<file path="config.mk">
export PLATFORM = sky130hd
export DESIGN_NAME = seq_restoring_divider
export DESIGN_NICKNAME = d
export VERILOG_FILES = /design/src/rtl/seq_restoring_divider.sv
export SDC_FILE = /design/constraint.sdc
export NUM_CORES = 1
export LEC_CHECK = 0
export CORE_MARGIN = 5
export CORE_UTILIZATION = 40
export CTS_BUF_LIST = sky130_fd_sc_hd__clkbuf_4 sky130_fd_sc_hd__clkbuf_8
export DETAILED_ROUTE_END_ITERATION = 12
export GPL_TIMING_DRIVEN = 1
export SLEW_MARGIN = 30
export SYNTH_ARGS = -nofsm -noshare
export SYNTH_HDL_FRONTEND = slang
export SYNTH_SLANG_ARGS = --single-unit
</file>
<file path="constraint.sdc">
create_clock -name clk -period 4.9 [get_ports clk]
set_input_delay 0.735 -clock clk [delete_from_list [all_inputs] [get_ports clk]]
set_output_delay 0.735 -clock clk [all_outputs]
set_load 0.01 [all_outputs]
</file>
<file path="src/rtl/seq_restoring_divider.sv">
// Iterative unsigned radix-2 restoring divider: one quotient bit per clock,
// valid/ready request channel in, valid/ready result channel out.
module seq_restoring_divider #(
  parameter int DATA_WIDTH = 32
) (
  input  logic                  clk,
  input  logic                  rst,
  input  logic                  start_valid,
  output logic                  start_ready,
  input  logic [DATA_WIDTH-1:0] dividend,
  input  logic [DATA_WIDTH-1:0] divisor,
  output logic                  out_valid,
  input  logic                  out_ready,
  output logic [DATA_WIDTH-1:0] quotient,
  output logic [DATA_WIDTH-1:0] remainder,
  output logic                  div_by_zero
);

  localparam int CNT_W = (DATA_WIDTH > 2) ? $clog2(DATA_WIDTH) : 1;

  localparam logic [1:0] S_IDLE = 2'd0;
  localparam logic [1:0] S_RUN  = 2'd1;
  localparam logic [1:0] S_DONE = 2'd2;

  logic [1:0]            state_q,     state_d;
  logic [DATA_WIDTH-1:0] rem_q,       rem_d;
  logic [DATA_WIDTH-1:0] shq_q,       shq_d;
  logic [DATA_WIDTH-1:0] dvs_q,       dvs_d;
  logic [CNT_W-1:0]      cnt_q,       cnt_d;
  logic [DATA_WIDTH-1:0] quotient_q,  quotient_d;
  logic [DATA_WIDTH-1:0] remainder_q, remainder_d;
  logic                  dbz_q,       dbz_d;

  // The partial remainder never reaches the divisor, so it is stored in
  // DATA_WIDTH bits; only the trial difference needs the extra sign bit.
  logic [DATA_WIDTH:0]   shifted;
  logic [DATA_WIDTH:0]   trial;
  logic                  trial_neg;

  assign shifted   = {rem_q, shq_q[DATA_WIDTH-1]};
  assign trial     = shifted - {1'b0, dvs_q};
  assign trial_neg = trial[DATA_WIDTH];

  assign start_ready = (state_q == S_IDLE);
  assign out_valid   = (state_q == S_DONE);
  assign quotient    = quotient_q;
  assign remainder   = remainder_q;
  assign div_by_zero = dbz_q;

  always_comb begin
    // NOTE: every signal gets a default first so no path leaves it unassigned,
    // which would otherwise infer a latch.
    state_d     = state_q;
    rem_d       = rem_q;
    shq_d       = shq_q;
    dvs_d       = dvs_q;
    cnt_d       = cnt_q;
    quotient_d  = quotient_q;
    remainder_d = remainder_q;
    dbz_d       = dbz_q;

    case (state_q)
      S_IDLE: begin
        if (start_valid) begin
          dvs_d = divisor;
          shq_d = dividend;
          rem_d = '0;
          if (divisor == '0) begin
            quotient_d  = '1;
            remainder_d = dividend;
            dbz_d       = 1'b1;
            state_d     = S_DONE;
          end else begin
            cnt_d   = CNT_W'(DATA_WIDTH - 1);
            dbz_d   = 1'b0;
            state_d = S_RUN;
          end
        end
      end

      S_RUN: begin
        if (trial_neg) begin
          rem_d = shifted[DATA_WIDTH-1:0];
          shq_d = {shq_q[DATA_WIDTH-2:0], 1'b0};
        end else begin
          rem_d = trial[DATA_WIDTH-1:0];
          shq_d = {shq_q[DATA_WIDTH-2:0], 1'b1};
        end
        if (cnt_q == '0) begin
          // Results are published only on the last step so the visible
          // outputs keep their previous values throughout the iteration.
          quotient_d  = shq_d;
          remainder_d = rem_d;
          state_d     = S_DONE;
        end else begin
          cnt_d = cnt_q - 1'b1;
        end
      end

      S_DONE: begin
        if (out_ready) state_d = S_IDLE;
      end

      default: state_d = S_IDLE;
    endcase
  end

  always_ff @(posedge clk or posedge rst) begin
    if (rst) begin
      state_q     <= S_IDLE;
      rem_q       <= '0;
      shq_q       <= '0;
      dvs_q       <= '0;
      cnt_q       <= '0;
      quotient_q  <= '0;
      remainder_q <= '0;
      dbz_q       <= 1'b0;
    end else begin
      // NOTE: sequential state uses non-blocking assignment so every flop
      // samples the pre-edge values regardless of statement order.
      state_q     <= state_d;
      rem_q       <= rem_d;
      shq_q       <= shq_d;
      dvs_q       <= dvs_d;
      cnt_q       <= cnt_d;
      quotient_q  <= quotient_d;
      remainder_q <= remainder_d;
      dbz_q       <= dbz_d;
    end
  end

endmodule
</file>
==> reports/qor.txt, run 1 <==
status: finished, final reports clean
sequential share of the synthesized area: 46.7%
share of layout cells above drive strength 1: 5.24%
mux contribution to synthesized area: 3.60%
met1 WL: 12,100 um
hold-fix buffer count after cts: 0
DIE AREA: 25,600 um2
drt first pass iters: 5
post-CTS setup buffer count: 0
Synth area leaders: dfrtp_1, nand2_1, o21ai_0
ant diodes: 0
final non-filler cell total: 1,430
RSZ-0062 raised after global routing: no
VDD IR max: 0.000344 V
Final WS setup: 0.938 ns
filler cell count: 2,162
post-synthesis register bit count: 168
Fin. Hold Viols: 0
CTS tree: built
Worst Skew: 0.0170 ns
Synth Area in Adders: 4.95%
Syn-to-layout area delta: 21.3%
Avg Synthesized Cell Area: 8.68 um2
Root Driver: clkbuf_8
Rows: 55
Worst Tran Pin Value: 0.938 ns
die height: 160 um
placed cells: 1,398
hold depth: 2
CP most frequent cell: inv_1
post-synthesis cell count: 1,037
setup tns final: 0 ns
WP data required: 5.21 ns
final period utilization: 80.9%
dpl ws: 0.839 ns
power per cell area: 838 nW/um2
most common cell in the synthesized netlist: nand2_1
Vias/cell: 5.41
antenna viol nets, final: 0
Critical Path, Cell by Cell: inv_1 > ha_1 > inv_1 > fa_1 > a211oi_1 > o21a_1 > o31a_1 > o211ai_2 > a21boi_2 > xnor2_4 > buf_4 > mux2i_1 > o211ai_1
max-cap viol count: 0
Post-Synth XOR/XNOR Area: 3.08%
Reg area: 4200 um2
Synth Area in Compound Gates: 18.5%
Initial Utilization: 40.1%
post-DP HPWL: 17,500 um
Remaining DRCs: 0
nets@finish: 1,236
initial drt markers: 594
via count: 7,738
area of the core: 22,400 um2
DR WL met3: 1480 um
final setup violation count: 0
PostCTS Resize Cnt: 0
vias in the first global route: 7,338
H-tree levels: 4
FFs w/ async S/R, synth: 100%
clock sinks: 168
Clk pin slew, worst setup/hold paths: 0.09 ns
most area-hungry cell type in the Yosys netlist: dfrtp_1
gr usage total: 19.1%
I/O pins: 135
Tmin final: 3.96 ns
DR top layer: met4
RePlAce Congestion: 0.876
Lkg Pwr: 4.72 nW
CP Class: flip-flop to flip-flop
R2R depth: 13
Hold Path Class: flip-flop to flip-flop
Clock Latency Late Sink: 0.47 ns
crit-path max cell delay: 0.50 ns
EDFF count, synth: 0
post-synthesis simple-gate area fraction: 18.3%
largest family of logic cells by synthesized area: compound AO/OA/AOI/OAI gates
utilization after layout: 48.7%
Slew headroom: 37.3%
WL per Instance: 17.2 um
Remaining Overflow, GRT: 0
slowest library cell on the worst path: mux2i_1
Die Wd: 160 um
Design Power: 0.00916 W
FMAX: 252 MHz
crit path capture type: flip-flop
initial antenna violation count: 0
critical path peak fanout: 29
max-slew violations: 0
cell area after synthesis: 9000 um2
clk buf depth: 2
startpoint types: flip-flop
largest net degree at the start of global routing: 169
syn nets: 1,140
CTS buffer count: 17
Port Buffers: 134
first-pass GRT wire length: 39,900 um
ranking of synthesized cells by instance count: nand2_1, dfrtp_1, o21ai_0, nor2_1, clkbuf_1
post-synth cell types: 58
met2 wire len: 10,700 um
Yosys top cell area share: 46.7%
Primary FF master, synth: dfrtp_1
Ys Warns: 0
CP Data Arrival Time: 4.27 ns
Detailed Route WL: 24,600 um
area of the multi-input gates: 4390 um2
logic make-up after synthesis:
| kind of cell | count (synthesis) |
|---|---|
| compound gates | 276 |
| xor+xnor | 30 |
| fa+ha+maj | 35 |
| buf+inv | 112 |
| flops | 168 |
| mux | 32 |
| simple gates | 384 |
final timing paths:
check | startpoint | slack [ns] | endpoint
setup / recovery | shq_q[31] | 0.94 | remainder[27]
min in group asynchronous | rst | 0.68 | quotient[11]
setup reg to reg | shq_q[31] | 0.94 | remainder[27]
hold reg to reg | quotient[7] | 0.48 | quotient[7]
hold / removal | quotient[7] | 0.48 | quotient[7]
max in group asynchronous | rst | 3.37 | cnt_q[3]
area by class of cell:
| type | instances | area share [%] |
|---|---|---|
| well taps | 285 | 3.26 |
| clock inverters | 14 | 1.08 |
| inverters | 44 | 1.55 |
| repair buffers | 145 | 13.3 |
| multi-input cells | 757 | 40.2 |
| clock buffers | 17 | 2.14 |
| flip-flops and latches | 168 | 38.5 |
flip-flops by register name, summed over array words and instances (netlist names):
name / flops
shq_q: 32
state_q: 2
rem_q: 32
div_by_zero: 1
cnt_q: 5
remainder: 32
dvs_q: 32
quotient: 32
cell usage in the layout, fill, tap and decap left out, types with 3 or more instances in the layout:
master and instances:
xnor2_1 19, o21ai_1 7, a21o_1 9, nand3_1 37, dfrtp_1 168, clkinvlp_4 6, a211oi_1 9, and3_1 5
mux2_2 3, nor2_1 62, and2_1 3, ha_1 34, nor3_1 12, xor2_1 9, nand4_1 13, clkbuf_8 17
mux2i_1 29, o21bai_1 5, o21ai_0 108, a41oi_1 3, nand2_1 219, buf_4 9, inv_1 43, inv_6 3
a31oi_1 39, nand2b_1 7, nor4_1 10, clkdlybuf4s50_1 134, or3_1 5, a21oi_1 45, o211ai_1 29, clkinv_4 3
layer usage:
| metal | vias up | GRT usage (%) |
|---|---|---|
| li1 | 3805 | - |
| met1 | 3667 | 28.9 |
| met2 | 243 | 28.5 |
| met3 | 23 | 3.72 |
| met4 | 0 | 4.38 |
| met5 | - | 0 |
where the power goes:
group	switching [W]	internal (W)	total, W	leakage (nW)
sequential	0.000392	0.00207	0.00246	2.01
combinational	0.00344	0.00233	0.00578	2.54
clock	0.000565	0.000359	0.000925	0.165
metrics by stage:
| stage | hold WS (ns) | instance area [um2] |
|---|---|---|
| 2_1_floorplan | 0.450 | 9010 |
| 3_3_place_gp | 0.464 | 10500 |
| 3_5_place_dp | 0.471 | 10500 |
| 4_1_cts | 0.493 | 10900 |
| 5_1_grt | 0.506 | 10900 |
| 6_report | 0.483 | 10900 |
critical path: cells and delay by family, from the launching register on:
family | cells | cell delay [ns]
AOI/OAI and AO/OA | 6 | 1.55
xor gates and xnor gates | 1 | 0.15
adders and majority gates | 2 | 0.58
buffers and inverters | 3 | 0.60
DFF | 1 | 0.41
muxes | 1 | 0.50
(Power assumes the default switching activity.)
==> inputs of run 2 (changes only) <==
==> constraint.sdc (replaced) <==
create_clock -name clk -period 3.7 [get_ports clk]
set_input_delay 0.555 -clock clk [delete_from_list [all_inputs] [get_ports clk]]
set_output_delay 0.555 -clock clk [all_outputs]
set_load 0.01 [all_outputs]
==> reports/qor.txt, run 2 (synthesis gave the netlist of run 1 again) <==
Tmin final: 3.40 ns (-0.564 ns)
drt first pass iters: 5 (unchanged)
Port Buffers: 134 (unchanged)
Remaining Overflow, GRT: 0 (unchanged)
largest net degree at the start of global routing: 91 (-46%)
ant diodes: 0 (unchanged)
Clock Latency Late Sink: 0.47 ns (about the same)
Initial Utilization: 40.1% (unchanged)
nets@finish: 1,248 (+0.97%)
die height: 160 um (unchanged)
final period utilization: 91.8% (+11 points)
share of layout cells above drive strength 1: 6.22% (+0.98 points)
commonest non-fill, non-tap cell in the layout: nand2_1
I/O pins: 135 (unchanged)
Reg area: 4200 um2 (unchanged)
first-pass GRT wire length: 41,100 um (+3.0%)
RePlAce Congestion: 0.958 (+9.3%)
max-slew violations: 0 (unchanged)
crit path capture type: flip-flop
DIE AREA: 25,600 um2 (unchanged)
Vias/cell: 5.39 (-0.45%)
FMAX: 294 MHz (+17%)
via count: 7,768 (+0.39%)
Root Driver: clkbuf_8
Worst Tran Pin Value: 0.719 ns (-0.219 ns)
Die Wd: 160 um (unchanged)
PostCTS Resize Cnt: 0 (unchanged)
H-tree levels: 4 (unchanged)
CP Data Arrival Time: 3.72 ns (-0.55 ns)
CTS buffer count: 17 (unchanged)
Rows: 55 (unchanged)
max-cap viol count: 0 (unchanged)
WL per Instance: 17.7 um (+2.7%)
CTS tree: built
setup tns final: 0 ns (unchanged)
area of the multi-input gates: 4390 um2 (unchanged)
initial antenna violation count: 0 (unchanged)
Lkg Pwr: 4.84 nW (+2.5%)
Worst Skew: 0.0159 ns (-0.00104 ns)
filler cell count: 2,154 (-0.37%)
Fin. Hold Viols: 0 (unchanged)
RSZ-0062 raised after global routing: no
post-DP HPWL: 18,900 um (+8.4%)
antenna viol nets, final: 0 (unchanged)
gr usage total: 19.8% (+0.68 points)
Hold Path Class: primary input to async pin
VDD IR max: 0.000544 V (+58%)
final setup violation count: 0 (unchanged)
clock sinks: 168 (unchanged)
Detailed Route WL: 25,500 um (+3.6%)
post-CTS setup buffer count: 0 (unchanged)
critical path peak fanout: 29 (unchanged)
utilization after layout: 49.6% (+0.85 points)
WP data required: 4.02 ns (-1.19 ns)
startpoint types: flip-flop
vias in the first global route: 7,548 (+2.9%)
most frequent cells in the layout: nand2_1, dfrtp_1, clkdlybuf4s50_1
power per cell area: 1130 nW/um2 (+34%)
status: finished, final reports clean
Syn-to-layout area delta: 23.5%
hold-fix buffer count after cts: 0 (unchanged)
Remaining DRCs: 0 (unchanged)
Clk pin slew, worst setup/hold paths: 0.10 ns (about the same)
clk buf depth: 2 (unchanged)
area of the core: 22,400 um2 (unchanged)
worst hold slack: 0.454 ns (-0.0295 ns)
CP Class: flip-flop to flip-flop
initial drt markers: 554 (-6.7%)
Slew headroom: 52.1% (+15 points)
## run 2: cell types whose count changed in the layout (fill, tap and decap cells not counted), sizes merged
cell,before,now
buf,11,23
clkinvlp,6,1
inv,48,49
clkinv,4,5
bufinv,0,3
## run 2: report_power, final
group,total [W],switching (W),internal [W]
Clock,0.00142,0.000731,0.000684
Combinational,0.00781,0.00460,0.00322
Sequential,0.00329,0.000555,0.00274
## run 2: final cells by class
| class | count | share of cell area (%) |
|---|---|---|
| Clock inverter | 14 | 1.69 |
| Inverter | 44 | 1.52 |
| Tap cell | 285 | 3.21 |
| Timing Repair Buffer | 157 | 14.2 |
| Multi-Input combinational cell | 757 | 39.5 |
| Sequential cell | 168 | 37.8 |
| Clock buffer | 17 | 2.10 |
## run 2: worst paths after layout
check	startpoint	endpoint	slack [ns]	depth (start not counted)
max in group asynchronous	rst	cnt_q[1]	2.48	3
min in group clk	quotient[9]	quotient[9]	0.48	2
hold reg to reg	quotient[9]	quotient[9]	0.48	2
hold / removal	rst	quotient[12]	0.45	2
setup reg to reg	shq_q[31]	rem_q[22]	0.30	13
setup / recovery	shq_q[31]	rem_q[22]	0.30	13
## run 2: critical path: stages (launching register included)
cell and delay [ns]:
dfrtp_1 0.39, inv_1 0.07, ha_1 0.16, inv_1 0.05, fa_1 0.42, a211oi_1 0.30, o21a_1 0.20, o31a_1 0.25
o211ai_2 0.12, a21boi_2 0.34, xnor2_4 0.16, buf_12 0.25, mux2i_1 0.41, o21ai_0 0.15
## run 2: metrics by stage
step	instance area (um2)	setup WS, ns	instances	total power [W]
6_report	11100	0.303	1442	0.0125
5_1_grt	11100	0.0696	1442	0.0136
4_1_cts	11100	0.334	1442	0.0126
3_5_place_dp	10700	0.355	1411	0.0111
3_3_place_gp	10700	0.425	1411	0.0110
2_1_floorplan	9010	0.725	1037	0.00854
## run 2: metal layers
layer | up-vias | global-route usage (%) | share of wire, %
li1 | 3833 | - | -
met1 | 3727 | 30.5 | 51
met2 | 189 | 28.8 | 42
met3 | 19 | 3.77 | 4.9
met4 | 0 | 4.61 | 1.4
met5 | - | 0 | 0
